### src/rtl/reset_release_sequencer_pkg.sv
// Shared definitions for the reset release sequencer: FSM encoding, default
// parameter values and a width helper.
package rst_seq_pkg;

  typedef enum logic [2:0] {
    S_RESET  = 3'd0,
    S_SYNC   = 3'd1,
    S_HOLD_R = 3'd2,
    S_REL    = 3'd3,
    S_IDLE   = 3'd4,
    S_HOLD_S = 3'd5
  } state_t;

  localparam int DEF_NGRP        = 4;
  localparam int DEF_SYNC_STAGES = 2;
  localparam int DEF_HOLD_CYC    = 4;
  localparam int DEF_GAP_CYC     = 2;
  localparam int DEF_CNTW        = 8;

  // Group index width; a single group still needs one bit.
  function automatic int gidx_width(input int n);
    return (n > 1) ? $clog2(n) : 1;
  endfunction

endpackage

### src/rtl/reset_release_sequencer_if.sv
// Request/status bundle between software control and the reset sequencer.
interface reset_release_sequencer_if
  import rst_seq_pkg::*;
#(
  parameter int NGRP = DEF_NGRP
);

  logic            REQ_RST;
  logic            REQ_SET;
  logic [NGRP-1:0] RSTB;
  logic [NGRP-1:0] SETB;
  logic            BUSY;
  logic            DONE;

  // Requester side: raises timed pulse requests and watches status.
  modport master (
    output REQ_RST, REQ_SET,
    input  RSTB, SETB, BUSY, DONE
  );

  // Sequencer side: samples requests and drives the flop-group pins.
  modport slave (
    input  REQ_RST, REQ_SET,
    output RSTB, SETB, BUSY, DONE
  );

endinterface

### src/rtl/reset_release_sequencer_sync.sv
// Reset-release synchronizer: a 1 shifts in after RST falls; RST clears the
// whole chain asynchronously, so even a short glitch restarts the release.
module rst_sync_chain
  import rst_seq_pkg::*;
#(
  parameter int STAGES = DEF_SYNC_STAGES
) (
  input  logic CLK,
  input  logic RST,
  output logic sync_n
);

  logic [STAGES-1:0] chain;

  // NOTE: sequential state uses non-blocking assignments so every flop
  // samples the pre-edge value of its neighbour, giving a true shift.
  always_ff @(posedge CLK or posedge RST) begin
    if (RST) begin
      chain <= '0;
    end else begin
      chain <= {chain[STAGES-2:0], 1'b1};
    end
  end

  assign sync_n = chain[STAGES-1];

endmodule

### src/rtl/reset_release_sequencer.sv
// Async-assert / sync-release sequencer driving the active-low RSTB/SETB pins
// of NGRP flop groups, with staggered release and timed software pulses.
module reset_release_sequencer
  import rst_seq_pkg::*;
#(
  parameter int NGRP        = DEF_NGRP,
  parameter int SYNC_STAGES = DEF_SYNC_STAGES,
  parameter int HOLD_CYC    = DEF_HOLD_CYC,
  parameter int GAP_CYC     = DEF_GAP_CYC,
  parameter int CNTW        = DEF_CNTW
) (
  input  logic                        CLK,
  input  logic                        RST,
  reset_release_sequencer_if.slave    bus
);

  localparam int GW = gidx_width(NGRP);

  localparam logic [CNTW-1:0] HOLD_LAST = CNTW'(HOLD_CYC - 1);
  localparam logic [CNTW-1:0] GAP_LAST  = CNTW'(GAP_CYC - 1);
  localparam logic [GW-1:0]   GIDX_LAST = GW'(NGRP - 1);

  state_t          state;
  logic [CNTW-1:0] cnt;
  logic [GW-1:0]   gidx;
  logic [NGRP-1:0] rstb_q;
  logic [NGRP-1:0] setb_q;
  logic            busy_q;
  logic            done_q;
  logic            sync_n;

  rst_sync_chain #(
    .STAGES (SYNC_STAGES)
  ) u_sync (
    .CLK    (CLK),
    .RST    (RST),
    .sync_n (sync_n)
  );

  // Counter saturates at all-ones instead of wrapping.
  function automatic logic [CNTW-1:0] sat_inc(input logic [CNTW-1:0] v);
    return (&v) ? v : v + 1'b1;
  endfunction

  // NOTE: RST reaches the pins asynchronously through the flop reset, so
  // assertion needs no clock; release only ever happens on a CLK edge.
  always_ff @(posedge CLK or posedge RST) begin
    if (RST) begin
      state  <= S_RESET;
      cnt    <= '0;
      gidx   <= '0;
      rstb_q <= '0;
      setb_q <= '1;
      busy_q <= 1'b1;
      done_q <= 1'b0;
    end else begin
      done_q <= 1'b0;
      case (state)
        S_RESET: begin
          state <= S_SYNC;
        end

        S_SYNC: begin
          if (sync_n) begin
            cnt   <= '0;
            state <= S_HOLD_R;
          end
        end

        S_HOLD_R: begin
          if (cnt == HOLD_LAST) begin
            rstb_q[0] <= 1'b1;
            gidx      <= '0;
            cnt       <= '0;
            state     <= S_REL;
          end else begin
            cnt <= sat_inc(cnt);
          end
        end

        // Last group was released on the previous edge: finish one edge later.
        S_REL: begin
          if (gidx == GIDX_LAST) begin
            busy_q <= 1'b0;
            done_q <= 1'b1;
            state  <= S_IDLE;
          end else if (cnt == GAP_LAST) begin
            rstb_q[gidx + 1'b1] <= 1'b1;
            gidx                <= gidx + 1'b1;
            cnt                 <= '0;
          end else begin
            cnt <= sat_inc(cnt);
          end
        end

        // Reset request has priority; the set request is simply dropped.
        S_IDLE: begin
          if (bus.REQ_RST) begin
            rstb_q <= '0;
            busy_q <= 1'b1;
            cnt    <= '0;
            state  <= S_HOLD_R;
          end else if (bus.REQ_SET) begin
            setb_q <= '0;
            busy_q <= 1'b1;
            cnt    <= '0;
            state  <= S_HOLD_S;
          end
        end

        S_HOLD_S: begin
          if (&setb_q) begin
            busy_q <= 1'b0;
            done_q <= 1'b1;
            state  <= S_IDLE;
          end else if (cnt == HOLD_LAST) begin
            setb_q <= '1;
          end else begin
            cnt <= sat_inc(cnt);
          end
        end

        default: begin
          state <= S_RESET;
        end
      endcase
    end
  end

  assign bus.RSTB = rstb_q;
  assign bus.SETB = setb_q;
  assign bus.BUSY = busy_q;
  assign bus.DONE = done_q;

endmodule
### src/flat_wrapper.sv
// flat-port wrapper written by rule: the top's interface ports become plain ports
module reset_release_sequencer_flat import rst_seq_pkg::*;
#(
  parameter int NGRP        = DEF_NGRP,
  parameter int SYNC_STAGES = DEF_SYNC_STAGES,
  parameter int HOLD_CYC    = DEF_HOLD_CYC,
  parameter int GAP_CYC     = DEF_GAP_CYC,
  parameter int CNTW        = DEF_CNTW
)
  (CLK, RST, bus_REQ_RST, bus_REQ_SET, bus_RSTB, bus_SETB, bus_BUSY, bus_DONE);
  reset_release_sequencer_if #(.NGRP(NGRP)) bus_i ();
  input  logic CLK;
  input  logic RST;
  input wire logic [$bits(bus_i.REQ_RST)-1:0] bus_REQ_RST;
  input wire logic [$bits(bus_i.REQ_SET)-1:0] bus_REQ_SET;
  output wire logic [$bits(bus_i.RSTB)-1:0] bus_RSTB;
  output wire logic [$bits(bus_i.SETB)-1:0] bus_SETB;
  output wire logic [$bits(bus_i.BUSY)-1:0] bus_BUSY;
  output wire logic [$bits(bus_i.DONE)-1:0] bus_DONE;
  assign bus_i.REQ_RST = bus_REQ_RST;
  assign bus_i.REQ_SET = bus_REQ_SET;
  assign bus_RSTB = bus_i.RSTB;
  assign bus_SETB = bus_i.SETB;
  assign bus_BUSY = bus_i.BUSY;
  assign bus_DONE = bus_i.DONE;
  reset_release_sequencer #(.NGRP(NGRP), .SYNC_STAGES(SYNC_STAGES), .HOLD_CYC(HOLD_CYC), .GAP_CYC(GAP_CYC), .CNTW(CNTW)) u_core (.CLK(CLK), .RST(RST), .bus(bus_i));
endmodule
### config.mk
export PLATFORM = sky130hd
export DESIGN_NAME = reset_release_sequencer_flat
export DESIGN_NICKNAME = d
export VERILOG_FILES = /design/src/rtl/reset_release_sequencer_pkg.sv /design/src/rtl/reset_release_sequencer_if.sv /design/src/rtl/reset_release_sequencer_sync.sv /design/src/rtl/reset_release_sequencer.sv /design/src/flat_wrapper.sv
export SDC_FILE = /design/constraint.sdc
export NUM_CORES = 1
export LEC_CHECK = 0
export CAP_MARGIN = 10
export CORE_UTILIZATION = 50
export DETAILED_ROUTE_END_ITERATION = 10
export PLACE_DENSITY = 0.77
export SLEW_MARGIN = 30
export SYNTH_ARGS = -nofsm -noshare
export SYNTH_HDL_FRONTEND = slang
export SYNTH_SLANG_ARGS = --single-unit
### constraint.sdc
create_clock -name CLK -period 1.9 [get_ports CLK]
set_input_delay 0.38 -clock CLK [delete_from_list [all_inputs] [get_ports CLK]]
set_output_delay 0.38 -clock CLK [all_outputs]
set_load 0.05 [all_outputs]
Word-level counts from Yosys, hierarchy flattened

Cells that the tools add are included.

Reduce and logical (&&, ||, !) cells: 17
Mux-type cells: 42
$add $sub $neg: 2
Eq/ne operators: 21
Divide/modulo/power cells: 0
Multipliers: 0
Shift-type cells: 0
Bitwise logic cells: 1
Order comparisons: 2

Operators by type and width:

| kind                | number |
|---|---|
| $mux 8              | 9 |
| $pmux 8 s5          | 1 |
| $mux 4              | 7 |
| $mux 3              | 6 |
| $pmux 3 s6          | 1 |
| $reduce_and 4->1    | 4 |
| $reduce_and 5->1    | 3 |
| $ne 2x2->1 const B  | 7 |
| $ne 2x1->1 const B  | 5 |
| $add 8x1->8 const B | 1 |
| $eq 8x1->1 const B  | 1 |
| $eq 8x2->1 const B  | 1 |
| $mux 1              | 8 |
| $pmux 4 s2          | 1 |
| $reduce_and 8->1    | 1 |
| $eq 3x2->1 const B  | 2 |
| $eq 3x3->1 const B  | 2 |
| $mux 2              | 3 |
| $pmux 1 s3          | 2 |
| $pmux 3 s2          | 1 |
| $reduce_and 6->1    | 1 |
| $reduce_bool 2->1   | 3 |
| $reduce_bool 3->1   | 2 |
| $reduce_bool 5->1   | 1 |
| 12 further kinds    | 12 |

Memories: 0
Bits in read-only memories: 0
Flip-flop bits (word level): 25
Memory bits (writable): 0
Bits in latches: 0
Logic and storage cells: 94

Logic depth before layout (Yosys ltp)

Word-level depth: 9
Mapped depth: 7
Gate-level depth less buffers: 6

Cells and area by module

A second synthesis with hierarchy kept.

Cells, all modules: 147
Area total of the unflattened synthesis: 1410.1 um^2

By module, submodules not included:

| module                  | instances | area an instance (um^2) | cells each | sequential area each (um^2) |
|---|---|---|---|---|
| reset_release_sequencer | 1         | 1352.5                  | 143        | 503.0 |
| rst_sync_chain          | 1         | 57.6                    | 4          | 50.0 |

Worst setup path after synthesis

Ideal clock, no wire load.

Path type: register -> register
From: register u_core.cnt[0]
To: register u_core.cnt[5]
Stages on the path, launching flop included: 7
Data arrival time: 1605 ps
Path slack: 166 ps
Clock period less this slack: 1734 ps
Library setup time: 129 ps
Data required time: 1771 ps
Path through: dfrtp_1 -> ha_1 -> and3_1 -> a311oi_2 -> buf_6 -> a21boi_1 -> o22ai_2

Longest elaborated chain between the ends: 5

RTL lines:

| what                                            | line                                                          | text |
|---|---|---|
| start, declared                                 | reset_release_sequencer.sv:24                                 | `logic [CNTW-1:0] cnt;` |
| start signal, assigned                          | reset_release_sequencer.sv:77                                 | `cnt <= sat_inc(cnt);` |
| start signal, assigned                          | reset_release_sequencer.sv:92                                 | `cnt <= sat_inc(cnt);` |
| start signal, assigned                          | reset_release_sequencer.sv:119                                | `cnt <= sat_inc(cnt);` |
| $add 8x1->8 or $reduce_and 8->1 (tied branches) | reset_release_sequencer.sv:42                                 | `return (&v) ? v : v + 1'b1;` |
| $mux 8                                          | reset_release_sequencer.sv:42                                 |  |
| $mux 8 (on tied branches)                       | reset_release_sequencer.sv:116, reset_release_sequencer.sv:87 |  |
| $mux 8 (on tied branches)                       | reset_release_sequencer.sv:112, reset_release_sequencer.sv:83 |  |
| $pmux 8 s5                                      | reset_release_sequencer.sv:58                                 | `case (state)` |

Several ways; a longest one is shown, not always the timed one. The select of a mux whose other input is x is not followed.
A chain may end at the register's enable or synchronous reset.

Worst setup path in the final report

From: register u_core.rstb_q[2], in the netlist u_core.bus.RSTB[2]
To: output bus_RSTB[2]

RTL lines:

| what                            | line                          | text |
|---|---|---|
| start, declared                 | reset_release_sequencer.sv:26 | `logic [NGRP-1:0] rstb_q;` |
| start signal, assigned          | reset_release_sequencer.sv:52 | `rstb_q <= '0;` |
| start signal, assigned by index | reset_release_sequencer.sv:88 | `rstb_q[gidx + 1'b1] <= 1'b1;` |
| start signal, assigned          | reset_release_sequencer.sv:99 | `rstb_q <= '0;` |
| end, declared                   | flat_wrapper.sv:16            | `output wire logic [$bits(bus_i.RSTB)-1:0] bus_RSTB;` |

No word-level cell between the ends.

==> run metrics <==
result of the run finished clean; final critical-path required period 1.85 ns; # hold bufs at CTS 0; syn_nets 154; clock network power share 10.9%; routability cong. 0.836; fraction of layout cells with a size suffix above 1 26.7%; share of synthesized flip-flops with an asynchronous set or reset 100%; wire length of the first global-routing pass 5.11 mm; Ys Warns 0; number of global-route vias before repair 1231; class of the tightest hold or removal check input port to asynchronous set/reset pin; most used flip-flop cell after synthesis sky130_fd_sc_hd__dfrtp_1; number of hold-slack violations in the final timing report 0; launch instance of the worst register-to-register path u_core.cnt[3]; starting utilization of the core area 52.9%; initial antenna violation count 0; fin nets 192; part of the Yosys area used for sequential elements 42.6%; sequential cell fraction of total power 28.5%; Crit path largest cell delay 0.80 ns; highest clock frequency the design can meet 541 MHz; remaining global-route overflow 0; Worst-Margin Slew 0.497 ns; count of buffering cells on the critical path with inverters included 1; TritonCTS clock tree built; synthesized instance count 143; Critical Setup Path Class flop to output port; detailed-route vias per instance 5.74; count of routing violations after the opening detailed-route iteration 53; Worst R2R End u_core.cnt[5]; maximum number of pins on one net before global-route repair 13; Post-Synthesis Cell Area 1300 um2; internal power 1320 uW; clock transition at the register clock pins on the worst setup and hold paths after CTS 0.12 ns; drt first pass iters 4; antenna-violating nets left 0; setup slack on the worst flop-to-flop path 0.08 ns; Detailed Place HPWL 2.41 mm; height of the die 53.0 um; maximum fanout along the worst path 2; Mean Syn Cell Area 9.08 um2; Synth cell types 40; routed wirelength normalized by instance count 14.8 um; capturing element type of the critical path output port; clock latency reported for the late side of the worst-skew pair 0.30 ns; clock root buffer sky130_fd_sc_hd__clkbuf_4; master of the slowest instance on the critical path sky130_fd_sc_hd__clkdlybuf4s50_1; PortBufs 13; post-route non-filler standard cell count 210; Ports 14; worst endpoint required time 1.52 ns; crit path launch type flop; power dissipated by switching net loads 1030 uW; Die X-Extent 53.0 um; Post-CTS Setup Repair Bufs 0; Total Die Area 2810 um2; part of the power in combinational logic 60.6%; reported leakage power 0.000767 uW; P&R area growth vs syn 33.3%; flop and latch count out of synthesis 22; worst ir drop on vdd 0.946 mV; setup_tns 0 ns; fraction of power spent switching nets 43.8%; number of synthesized flops with an enable pin 0; Slew Viols, Final 0; cell-by-cell trace of the critical path clkdlybuf4s50_1; data arrival time at the worst-slack endpoint 1.47 ns; maximum count of clock buffers along a single path 2; number of H-tree branching levels 1; CTS Sinks 22; area fraction of the dominant cell type after synthesis 38.5%; Std-Cell Rows 18; Synth area leaders sky130_fd_sc_hd__dfrtp_1 39%, sky130_fd_sc_hd__ha_1 6.7%, sky130_fd_sc_hd__a21oi_1 5.8%; core area 2450 um2; final antenna diode count 0; cell taking the most area after synthesis sky130_fd_sc_hd__dfrtp_1; power per standard cell area 1360 nW/um2; total number of cells along the worst setup path 1; Vias 1206; path depth of the worst reg2reg path 6; Clock Skews 0.00320 ns; Total GRT Usage 25.1%; final cell area excluding filler cells 1730 um2; overall power consumption 2350 uW; # placed instances 206; number of setup violations in the final report 0; total detailed-routing wirelength 3.10 mm; total clock buffers created by CTS 3; Remaining DRCs 0; crit share post-route 97.3%; Rel. slew slack 66.8%; Max Cap Violations 0; total cell area at the placement stage 1660 um2; category of cells accounting for the largest share of critical-path delay buffers and inverters
==> how the worst max path moves through the flow <==
stage / startpoint / to / slack [ns]
CTS: u_core.gidx[0] / u_core.cnt[1] / 0.04
global placement: bus_REQ_SET / u_core.cnt[1] / -0.25
detailed placement: bus_REQ_SET / u_core.cnt[1] / -0.35
floorplan: u_core.cnt[0] / u_core.cnt[5] / 0.17
global route: u_core.cnt[3] / u_core.cnt[5] / -0.02
finish: u_core.bus.RSTB[2] / bus_RSTB[2] / 0.05
==> state kept, by name (all words and copies together), names as in the netlist <==
signal               cells
u_core.bus.DONE          1
u_core.bus.BUSY          1
u_core.bus.RSTB          4
u_core.gidx              2
u_core.bus.SETB          1
u_core.state             3
u_core.u_sync.chain      2
u_core.cnt               8
==> cell type report <==
| cell class | instances | area, um2 |
|---|---|---|
| Timing Repair Buffer | 40 | 373 |
| Multi-Input combinational cell | 105 | 697 |
| Tap cell | 30 | 37.5 |
| Sequential cell | 22 | 554 |
| Clock buffer | 4 | 36.3 |
| Fill cell | 193 | 723 |
| Inverter | 9 | 33.8 |
==> placed cells by master, fill, tap and decap left out, drive strengths merged, types with 3 or more instances in the layout <==
master and n:
ha 7, buf 32, a41oi 3, nand2b 6, o22ai 5, nor2 10
o21ai 10, nand3 3, nand2 13, clkbuf 4, a21oi 16, dfrtp 20
and3 5, a21boi 3, clkdlybuf4s50 7, inv 9
==> per-stage QoR <==
| step | setup slack (ns) | hold WS, ns | util, % |
|---|---|---|---|
| finish | 0.0520 | 0.343 | 70.5 |
| global route | -0.0186 | 0.378 | 70.5 |
| CTS | 0.0355 | 0.352 | 69.7 |
| detailed placement | -0.351 | 0.344 | 67.6 |
| global placement | -0.251 | 0.338 | 67.6 |
| floorplan | 0.166 | 0.331 | - |
==> synthesized netlist by cell type (2+ instances only) <==
cell / number
sky130_fd_sc_hd__dfrtp_1: 20
sky130_fd_sc_hd__a21oi_1: 15
sky130_fd_sc_hd__nand2_1: 13
sky130_fd_sc_hd__nor2_1: 10
sky130_fd_sc_hd__o21ai_0: 10
sky130_fd_sc_hd__inv_1: 9
sky130_fd_sc_hd__ha_1: 7
sky130_fd_sc_hd__nand2b_1: 6
sky130_fd_sc_hd__and3_1: 5
sky130_fd_sc_hd__o22ai_1: 4
sky130_fd_sc_hd__a41oi_1: 3
sky130_fd_sc_hd__buf_4: 3
sky130_fd_sc_hd__nand3_1: 3
sky130_fd_sc_hd__a21boi_0: 2
sky130_fd_sc_hd__a31oi_1: 2
sky130_fd_sc_hd__and2_1: 2
sky130_fd_sc_hd__buf_2: 2
sky130_fd_sc_hd__dfstp_2: 2
sky130_fd_sc_hd__nor2b_1: 2
sky130_fd_sc_hd__o211ai_1: 2
sky130_fd_sc_hd__o31ai_1: 2
==> power by group through the flow <==
stage / logic (uW) / clock network, uW / registers [uW]
6_report: 1430 / 257 / 670
5_1_grt: 1570 / 279 / 681
4_1_cts: 1390 / 261 / 665
3_5_place_dp: 1350 / 0 / 675
3_3_place_gp: 1260 / 0 / 668
2_1_floorplan: 760 / 0 / 778
==> layer usage <==
metal / GRT usage, % / wire length (um) / up-vias
met5: 0 / 0 / -
met4: 11.0 / 31 / 0
met3: 3.74 / 125 / 6
met2: 45.8 / 1630 / 36
met1: 28.5 / 1310 / 580
li1: - / - / 584
==> cell families after synthesis <==
| kind of cell | share of synthesized area [%] |
|---|---|
| compound gates | 23.9 |
| fa+ha+maj | 6.74 |
| buf+inv | 6.26 |
| flops | 42.6 |
| mux | 1.64 |
| other cells | 0.289 |
| simple gates | 18.6 |
==> what timing repair did <==
action	CTS	global route
pin swaps	0	1
gates resized for setup	3	7
gates cloned	0	0
endpoints found under the setup margin	5	6
(Power assumes the default switching activity.)
